==> src/rtl/fpu_mul_pkg.sv <==
// Shared types and result-formation helper for the FPU_MUL mantissa path.
`timescale 1ns/1ps
package fpu_mul_pkg;

  localparam int MAN_DEFAULT = 24;
  localparam int MAN_MAX     = 53;
  localparam int P_MAX       = 2 * MAN_MAX;

  typedef enum logic [1:0] {
    S_IDLE = 2'd0,
    S_CALC = 2'd1,
    S_DONE = 2'd2
  } state_t;

  typedef struct packed {
    logic               norm_shift;
    logic [MAN_MAX-1:0] man;
    logic               guard;
    logic               sticky;
  } grs_t;

  // Normalize a 2s-bit product p (zero-extended to P_MAX) and split it into
  // the kept mantissa, guard bit and sticky OR of everything below guard.
  function automatic grs_t grs_of(input logic [P_MAX-1:0] p, input int s);
    grs_t             r;
    logic [P_MAX-1:0] t;
    logic [P_MAX-1:0] mask;
    r = '0;
    t = p >> (2 * s - 1);
    r.norm_shift = t[0];
    if (r.norm_shift) begin
      r.man   = MAN_MAX'(p >> s);
      t       = p >> (s - 1);
      r.guard = t[0];
      mask    = (P_MAX'(1) << (s - 1)) - P_MAX'(1);
    end else begin
      r.man   = MAN_MAX'(p >> (s - 1));
      t       = p >> (s - 2);
      r.guard = t[0];
      mask    = (P_MAX'(1) << (s - 2)) - P_MAX'(1);
    end
    r.sticky = |(p & mask);
    return r;
  endfunction

endpackage

==> src/rtl/mul_man_grs_extract.sv <==
// Combinational normalize + round-to-nearest-even decision on a full product.
`timescale 1ns/1ps
module mul_man_grs_extract
  import fpu_mul_pkg::*;
#(
  parameter int SIZE_MAN = MAN_DEFAULT
) (
  input  logic [2*SIZE_MAN-1:0] i_p,
  output logic [SIZE_MAN-1:0]   o_man,
  output logic                  o_rounding_bit,
  output logic                  o_norm_shift
);

  grs_t w_grs;

  assign w_grs          = grs_of(P_MAX'(i_p), SIZE_MAN);
  assign o_man          = w_grs.man[SIZE_MAN-1:0];
  assign o_norm_shift   = w_grs.norm_shift;
  // Tie rounds to even: increment only when guard set and either sticky or odd LSB.
  assign o_rounding_bit = w_grs.guard & (w_grs.sticky | w_grs.man[0]);

  // Upper mantissa bits are always zero for narrow configurations.
  if (SIZE_MAN < MAN_MAX) begin : g_pad
    logic w_unused_hi;
    assign w_unused_hi = |w_grs.man[MAN_MAX-1:SIZE_MAN];
  end

endmodule

==> src/rtl/mul_man_product_seq.sv <==
// Radix-2 shift-add mantissa multiplier, one partial product per cycle,
// valid/ready on both sides. Feeds the mantissa rounding stage.
`timescale 1ns/1ps
module mul_man_product_seq
  import fpu_mul_pkg::*;
#(
  parameter int SIZE_MAN = MAN_DEFAULT,
  parameter int SIZE_CNT = $clog2(SIZE_MAN + 1)
) (
  input  logic                i_clk,
  input  logic                i_rst_n,
  input  logic                i_valid,
  output logic                o_ready,
  input  logic [SIZE_MAN-1:0] i_man_a,
  input  logic [SIZE_MAN-1:0] i_man_b,
  output logic                o_valid,
  input  logic                i_ready,
  output logic [SIZE_MAN-1:0] o_man,
  output logic                o_rounding_bit,
  output logic                o_norm_shift
);

  state_t                r_state, w_state_nxt;
  logic [SIZE_MAN-1:0]   r_mcand, r_mplier;
  logic [2*SIZE_MAN-1:0] r_acc, w_acc_nxt, w_addend;
  logic [SIZE_CNT-1:0]   r_cnt;
  logic                  w_ready, w_valid, w_accept, w_last;

  logic [SIZE_MAN-1:0]   r_man, w_man;
  logic                  r_rnd, w_rnd, r_norm, w_norm;

  assign w_addend  = {{SIZE_MAN{1'b0}}, r_mcand} << r_cnt;
  assign w_acc_nxt = r_mplier[0] ? (r_acc + w_addend) : r_acc;
  assign w_last    = (r_cnt == SIZE_CNT'(SIZE_MAN - 1));
  assign w_accept  = i_valid & w_ready;

  // Rounding info is taken from the accumulator value about to be written,
  // so the result registers load on the same edge that enters S_DONE.
  mul_man_grs_extract #(.SIZE_MAN(SIZE_MAN)) u_grs (
    .i_p            (w_acc_nxt),
    .o_man          (w_man),
    .o_rounding_bit (w_rnd),
    .o_norm_shift   (w_norm)
  );

  // State register.
  always_ff @(posedge i_clk or negedge i_rst_n) begin
    if (!i_rst_n) r_state <= S_IDLE;
    else          r_state <= w_state_nxt;
  end

  // Next-state and handshake outputs.
  always_comb begin
    w_state_nxt = r_state;
    w_ready     = 1'b0;
    w_valid     = 1'b0;
    case (r_state)
      S_IDLE: begin
        w_ready = 1'b1;
        if (i_valid) w_state_nxt = S_CALC;
      end
      S_CALC: begin
        if (w_last) w_state_nxt = S_DONE;
      end
      S_DONE: begin
        w_valid = 1'b1;
        if (i_ready) w_state_nxt = S_IDLE;
      end
      default: w_state_nxt = S_IDLE;
    endcase
  end

  // Ready is forced low while reset is held, even though state reads S_IDLE.
  assign o_ready = w_ready & i_rst_n;
  assign o_valid = w_valid;

  // Operand capture and the iterative shift-add.
  always_ff @(posedge i_clk or negedge i_rst_n) begin
    if (!i_rst_n) begin
      r_mcand  <= '0;
      r_mplier <= '0;
      r_acc    <= '0;
      r_cnt    <= '0;
    end else begin
      case (r_state)
        S_IDLE: begin
          if (w_accept) begin
            r_mcand  <= i_man_a;
            r_mplier <= i_man_b;
            r_acc    <= '0;
            r_cnt    <= '0;
          end
        end
        S_CALC: begin
          r_acc    <= w_acc_nxt;
          r_mplier <= r_mplier >> 1;
          r_cnt    <= r_cnt + SIZE_CNT'(1);
        end
        default: ;
      endcase
    end
  end

  // Result registers load on the final iteration and otherwise hold.
  always_ff @(posedge i_clk or negedge i_rst_n) begin
    if (!i_rst_n) begin
      r_man  <= '0;
      r_rnd  <= 1'b0;
      r_norm <= 1'b0;
    end else if (r_state == S_CALC && w_last) begin
      r_man  <= w_man;
      r_rnd  <= w_rnd;
      r_norm <= w_norm;
    end
  end

  assign o_man          = r_man;
  assign o_rounding_bit = r_rnd;
  assign o_norm_shift   = r_norm;

endmodule

==> config.mk <==
export PLATFORM = sky130hd
export DESIGN_NAME = mul_man_product_seq
export DESIGN_NICKNAME = d
export VERILOG_FILES = /design/src/rtl/fpu_mul_pkg.sv /design/src/rtl/mul_man_grs_extract.sv /design/src/rtl/mul_man_product_seq.sv
export SDC_FILE = /design/constraint.sdc
export NUM_CORES = 1
export LEC_CHECK = 0
export CAP_MARGIN = 15
export CORE_MARGIN = 5
export CORE_UTILIZATION = 55
export DETAILED_ROUTE_END_ITERATION = 16
export HOLD_SLACK_MARGIN = 0.03
export PLACE_DENSITY = 0.84
export REMOVE_ABC_BUFFERS = 1
export SYNTH_ARGS = -nofsm -noshare
export SYNTH_HDL_FRONTEND = slang
export SYNTH_SLANG_ARGS = --single-unit
==> constraint.sdc <==
create_clock -name i_clk -period 9 [get_ports i_clk]
set_input_delay 2.25 -clock i_clk [delete_from_list [all_inputs] [get_ports i_clk]]
set_output_delay 2.25 -clock i_clk [all_outputs]
set_load 0.03 [all_outputs]
==> results of run 1 <==
-- synth_stat cells (3+ instances only) --
master / n / area share (%)
or3_1: 10 / 0.61
o21a_1: 14 / 1.0
a21oi_1: 76 / 3.7
o21bai_1: 8 / 0.59
nor4_1: 5 / 0.31
xor2_1: 15 / 1.3
or2_2: 4 / 0.25
or4_1: 3 / 0.22
nor2_1: 113 / 4.2
a22o_1: 5 / 0.43
clkbuf_1: 65 / 2.4
a21boi_0: 4 / 0.29
and2_1: 13 / 0.80
a31oi_1: 9 / 0.55
buf_6: 4 / 0.44
nor2b_1: 17 / 1.0
o21ai_0: 105 / 5.2
nand2b_1: 7 / 0.43
o211a_1: 3 / 0.29
inv_1: 18 / 0.66
ha_1: 48 / 5.9
mux4_2: 11 / 2.4
mux2_2: 22 / 2.4
a41oi_1: 3 / 0.26
o22ai_1: 35 / 2.1
nand3b_1: 6 / 0.44
o21ai_1: 15 / 0.74
nand4_1: 20 / 1.2
o31ai_1: 6 / 0.44
nor3_1: 13 / 0.64
and4_1: 4 / 0.34
a21o_1: 30 / 2.2
a2111oi_0: 3 / 0.26
dfrtp_1: 129 / 32
nand3_1: 48 / 2.4
buf_1: 13 / 0.48
xnor2_1: 18 / 1.5
o221ai_1: 4 / 0.34
a211oi_1: 15 / 1.1
buf_2: 3 / 0.15
mux2i_1: 53 / 5.2
nand2_1: 227 / 8.4
o211ai_1: 7 / 0.52
-- sequential cells by signal (all words and copies together) (netlist names) --
name / cells
r_acc: 48
o_man: 24
r_mcand: 24
r_mplier: 24
r_cnt: 5
r_state: 2
o_norm_shift: 1
o_rounding_bit: 1
-- worst max-delay path, cell delays in order --
cell,delay [ps]
buf_6,520
and2_1,230
clkdlybuf4s50_1,670
-- cell type report --
type | count | area (µm²)
Tap cell | 229 | 287
Sequential cell | 129 | 3230
Inverter | 18 | 67.6
Clock inverter | 15 | 185
Clock buffer | 17 | 425
Multi-Input combinational cell | 1039 | 6550
Fill cell | 1517 | 6460
Timing Repair Buffer | 91 | 882
-- logic make-up (layout without fill, tap and decap cells) --
family                   count (synthesis)  in the layout  share of synthesized area [%]
multiplexers                            88             88                           10.3
AO/OA/AOI/OAI                          370            370                           23.0
AND/OR/NAND/NOR                        499            499                           21.9
flip-flops                             129            129                           31.7
buffers and inverters                  103            141                           4.13
adder cells (fa/ha/maj)                 49             49                           6.09
XOR/XNOR                                33             33                           2.84
-- metal layers --
layer	routed length, µm	part of all wire [%]	vias to the layer above
met5	0	0	-
met4	742	2.6	0
met3	2080	7.3	53
met2	13000	45	374
met1	12800	45	4532
li1	-	-	4644
-- through the flow --
step                      worst slack [ps]  area, µm²  instances  hold WS [ps]
after floorplan                       3770       9840       1186           461
final                                 3040      11600       1538           477
after detailed placement              3000      11000       1506           470
after global placement                3010      11000       1506           465
after global routing                  2860      11600       1538           512
after CTS                             2990      11600       1538           485
-- how the worst max path moves through the flow --
stage	slack, ps	cells past startpoint	endpoint	start
2_1_floorplan	3770	4	r_acc[13]	i_valid
6_report	3040	3	o_ready	i_rst_n
3_5_place_dp	3000	3	o_ready	i_rst_n
5_1_grt	2860	3	o_ready	i_rst_n
3_3_place_gp	3010	3	o_ready	i_rst_n
4_1_cts	2990	3	o_ready	i_rst_n
-- cell usage in the layout, fill, tap and decap left out, drive strengths merged, types with 6 or more instances in the layout --
| master | Yosys | routed |
|---|---|---|
| o21bai | 8 | 8 |
| buf | 20 | 13 |
| nand4 | 20 | 20 |
| clkbuf | 65 | 17 |
| o22ai | 35 | 35 |
| nor3 | 13 | 13 |
| nand3 | 48 | 48 |
| a21oi | 77 | 77 |
| or3 | 10 | 10 |
| xor2 | 15 | 15 |
| a31oi | 9 | 9 |
| nand2b | 7 | 7 |
| nand2 | 227 | 227 |
| mux4 | 11 | 11 |
| inv | 18 | 27 |
| o21ai | 121 | 121 |
| o21a | 14 | 14 |
| nor2 | 113 | 113 |
| and2 | 13 | 13 |
| mux2i | 53 | 53 |
| dfrtp | 129 | 129 |
| a211oi | 16 | 16 |
| mux2 | 24 | 24 |
| nand3b | 6 | 6 |
| clkdlybuf4s50 | 0 | 78 |
| a21o | 30 | 30 |
| xnor2 | 18 | 18 |
| o211ai | 7 | 7 |
| ha | 48 | 48 |
| nor2b | 17 | 17 |
| o31ai | 6 | 6 |
==> results.sh, run 1 <==
export IMPL_status="finished, final reports clean"
export IMPL_synthFlopType="dfrtp_1"
export IMPL_cp_start_kind="input pin"
export IMPL_die_width_um=146
export IMPL_clkTransAtPathRegs_ps=60
export IMPL_postCtsResizedCells=0
export IMPL_syn_area_per_cell_um2=8.02
export IMPL_end_kind="output pin"
export IMPL_nets=1397
export IMPL_ys_types=73
export IMPL_worstPathRequired_ps=6750
export IMPL_fin_crit_sh_pct=66.2
export IMPL_start_util_pct=56.3
export IMPL_final_core_util_pct=64.3
export IMPL_post_cts_buffers=0
export IMPL_synth_edff_count=0
export IMPL_syn_cell_area_um2=10200
export IMPL_die_area_um2=21300
export IMPL_grt_overflow=0
export IMPL_core_rowCount=49
export IMPL_grt_pass1_vias=9040
export IMPL_use_met2_pct=42.1
export IMPL_rsz0062_at_grt="no"
export IMPL_drt_pass1_iter_count=6
export IMPL_ctsRootBufferMaster="clkbuf_16"
export IMPL_core_um2=18100
export IMPL_grt_total_usage_pct=26.9
export IMPL_r2r_start="r_cnt[2]"
export IMPL_critPathKind="in2out"
export IMPL_fmax_ghz=0.168
export IMPL_initialDrtViolationCount=929
export IMPL_grt_use_met3_pct=4.96
export IMPL_clock_sinks=129
export IMPL_vias=9603
export IMPL_maxCapViolations=0
export IMPL_grt_pass1_wl_mm=47.2
export IMPL_clk_path_buf_depth=2
export IMPL_r2r_cells=17
export IMPL_hold_viol_final=0
export IMPL_yosysSeqAreaShare_pct=31.7
export IMPL_reg2reg_to="o_man[10]"
export IMPL_n_antenna_cell=0
export IMPL_final_min_clock_period_ps=5960
export IMPL_worstHoldStart="o_man[1]"
export IMPL_drt_wl_total_mm=28.6
export IMPL_antenna_found_initial=0
export IMPL_fp_dieH_um=146
export IMPL_clk_latency_ps=440
export IMPL_routedWlPerCell_um=18.6
export IMPL_ff2ff_setup_slack_ps=3390
export IMPL_yosysWarnings=0
export IMPL_path_max_fanout=78
export IMPL_async_flop_share_pct=100
export IMPL_port_buffer_count=79
export IMPL_postCtsHoldBufs=0
export IMPL_synthCells=1271
export IMPL_grt_max_degree=99
export IMPL_setup_violations=0
export IMPL_tightestPinTransition_ps=1120
export IMPL_viasPerCell=6.24
export IMPL_maxSlewHeadroom_pct=25.2
export IMPL_antenna_left=0
export IMPL_numCtsBuffers=17
export IMPL_route_detailed_drc=0
export IMPL_globalRouteMet1Util_pct=37.8
export IMPL_hold_class="reg2reg"
export IMPL_hpwlAfterDp_mm=20.5
export IMPL_cts_tree="built"
export IMPL_cts_max_level=4
export IMPL_ys_ff_latch=129
export IMPL_layout_drive_gt1_share_pct=7.64
export IMPL_fin_setup_tns_ps=0
export IMPL_synthToLayoutAreaGrowth_pct=14.1
export IMPL_final_max_slew_viol_count=0
export IMPL_gp_congestion=0.963
export IMPL_whs_path_depth=2
export IMPL_skew_ps=16.0
export IMPL_min_to="o_man[1]"
export IMPL_io_pins=80
export IMPL_gr_max_usage_layer="met2"
export IMPL_cp_data_arrival_time_ps=3710
Power of run 1 is left out: the tool's default activity adds up to more than one toggle a clock period on the data nets, which glitch-free logic cannot reach.
==> inputs of run 2 (changes only) <==
clock period = 6.1 ns   (was 9 ns; I/O delays follow)
==> run 2 against run 1 <==
Net effect: core utilization rose by 0.17 points; clock skew fell by 1.3 ps; register-to-register slack got worse by 2700 ps; clock-buffer cell count did not move; hold slack improved by 0.57 ps; largest cell class unchanged; worst setup slack got worse by 2300 ps; cell count rose by 0.33%; flip-flop and latch count did not move; critical path depth rose by 16.
==> results.sh, run 2 (synthesis results as in run 1) <==
export IMPL_status="finished, final reports clean"
export IMPL_route_detailed_drc=0
export IMPL_cp_start_kind="flip-flop"
export IMPL_final_max_slew_viol_count=0
export IMPL_synthToLayoutAreaGrowth_pct=14.4
export IMPL_most_common_layout_cells="nand2_1, dfrtp_1, nor2_1"
export IMPL_die_width_um=146
export IMPL_clock_sinks=129
export IMPL_endpoint="o_man[9]"
export IMPL_grt_pass1_vias=9203
export IMPL_antenna_found_initial=0
export IMPL_skew_ps=14.8
export IMPL_core_um2=18100
export IMPL_rsz0062_at_grt="no"
export IMPL_grt_max_degree=99
export IMPL_cts_tree="built"
export IMPL_register_area_um2=3230
export IMPL_setup_violations=0
export IMPL_die_area_um2=21300
export IMPL_routedWlPerCell_um=19.6
export IMPL_multi_input_area_um2=6550
export IMPL_fin_ws_ps=693
export IMPL_n_antenna_cell=0
export IMPL_final_min_clock_period_ps=5410
export IMPL_vias=9793
export IMPL_critPathKind="reg2reg"
export IMPL_final_common_cell="nand2_1"
export IMPL_clk_path_buf_depth=2
export IMPL_fp_dieH_um=146
export IMPL_tightestPinTransition_ps=1190
export IMPL_startpoint="r_cnt[1]"
export IMPL_fin_hold_ws_ps=477
export IMPL_cp_data_arrival_time_ps=5760
export IMPL_gp_congestion=1.00
export IMPL_clk_latency_ps=440
export IMPL_dp_slack_ps=857
export IMPL_nFillCells=1473
export IMPL_nets=1402
export IMPL_path_max_fanout=16
export IMPL_final_core_util_pct=64.4
export IMPL_fin_crit_sh_pct=88.6
export IMPL_clkTransAtPathRegs_ps=70
export IMPL_grt_overflow=0
export IMPL_post_cts_buffers=0
export IMPL_ctsRootBufferMaster="clkbuf_16"
export IMPL_viasPerCell=6.35
export IMPL_largest_reg_flops=48
export IMPL_numCtsBuffers=17
export IMPL_drt_wl_total_mm=30.2
export IMPL_ff2ff_setup_slack_ps=690
export IMPL_initialDrtViolationCount=1002
export IMPL_postCtsResizedCells=0
export IMPL_hold_class="reg2reg"
export IMPL_maxCapViolations=0
export IMPL_r2r_start="r_cnt[1]"
export IMPL_hold_viol_final=0
export IMPL_top_register="r_acc"
export IMPL_postCtsHoldBufs=0
export IMPL_core_rowCount=49
export IMPL_cts_max_level=4
export IMPL_port_buffer_count=79
export IMPL_worstPathRequired_ps=6450
export IMPL_fin_setup_tns_ps=0
export IMPL_end_kind="flip-flop"
export IMPL_r2r_cells=19
export IMPL_start_util_pct=56.3
export IMPL_reg2reg_to="o_man[9]"
export IMPL_hpwlAfterDp_mm=21.5
export IMPL_io_pins=80
export IMPL_maxSlewHeadroom_pct=19.9
export IMPL_layout_drive_gt1_share_pct=7.99
export IMPL_antenna_left=0
export IMPL_fmax_ghz=0.185
export IMPL_grt_pass1_wl_mm=49.3
export IMPL_grt_total_usage_pct=28.1
export IMPL_drt_pass1_iter_count=6
==> run 2: changes by cell type in the layout (fill, tap and decap cells not counted) <==
| cell | delta |
|---|---|
| buf_4 | +5 |
| bufinv_16 | -1 |
| clkinv_4 | -2 |
| clkinv_8 | +1 |
| inv_6 | -1 |
| inv_8 | +3 |
==> run 2: layout make-up <==
cell class	count	area share [%]
clock buffer	17	3.65
clock inverter	15	1.54
inverter	18	0.580
multi-input combinational	1039	56.2
sequential	129	27.7
tap	229	2.46
timing repair buffer	96	7.89
==> run 2: layer usage <==
layer	share of wire (%)	wire (µm)	global-route usage, %
met1	44	13300	40.7
met2	45	13500	43.6
met3	8.6	2610	4.46
met4	2.5	757	8.23
met5	0	0	0
==> run 2: worst min path at each step <==
| stage | endpoint | from | depth (start not counted) | slack, ps |
|---|---|---|---|---|
| final | o_norm_shift | o_norm_shift | 2 | 480 |
| after CTS | o_norm_shift | o_norm_shift | 2 | 480 |
| after global placement | o_norm_shift | o_norm_shift | 2 | 460 |
| after floorplan | r_mcand[14] | r_mcand[14] | 2 | 460 |
| after detailed placement | o_norm_shift | o_norm_shift | 2 | 470 |
| after global routing | o_man[3] | o_man[3] | 2 | 500 |
==> run 2: critical path: stages, from the launching register on <==
cell and delay, ps:
dfrtp_1 740, buf_4 330, mux2i_1 290, nand2_1 80, o21ai_0 120, o21ai_0 160
o21ai_0 300, o22ai_1 200, ha_1 410, a211o_1 320, a21oi_1 190, a221o_1 210
nand3_1 90, o21ai_2 340, a211oi_1 100, nor2_1 130, and2_1 420, buf_4 340
mux2_2 360, o21ai_1 150
==> run 2: through the flow <==
step / cell area, µm² / std cells
2_1_floorplan: 9840 / 1186
3_3_place_gp: 11000 / 1511
3_5_place_dp: 11000 / 1511
4_1_cts: 11700 / 1543
5_1_grt: 11700 / 1543
6_report: 11700 / 1543
Power of run 2 is left out for the same reason.
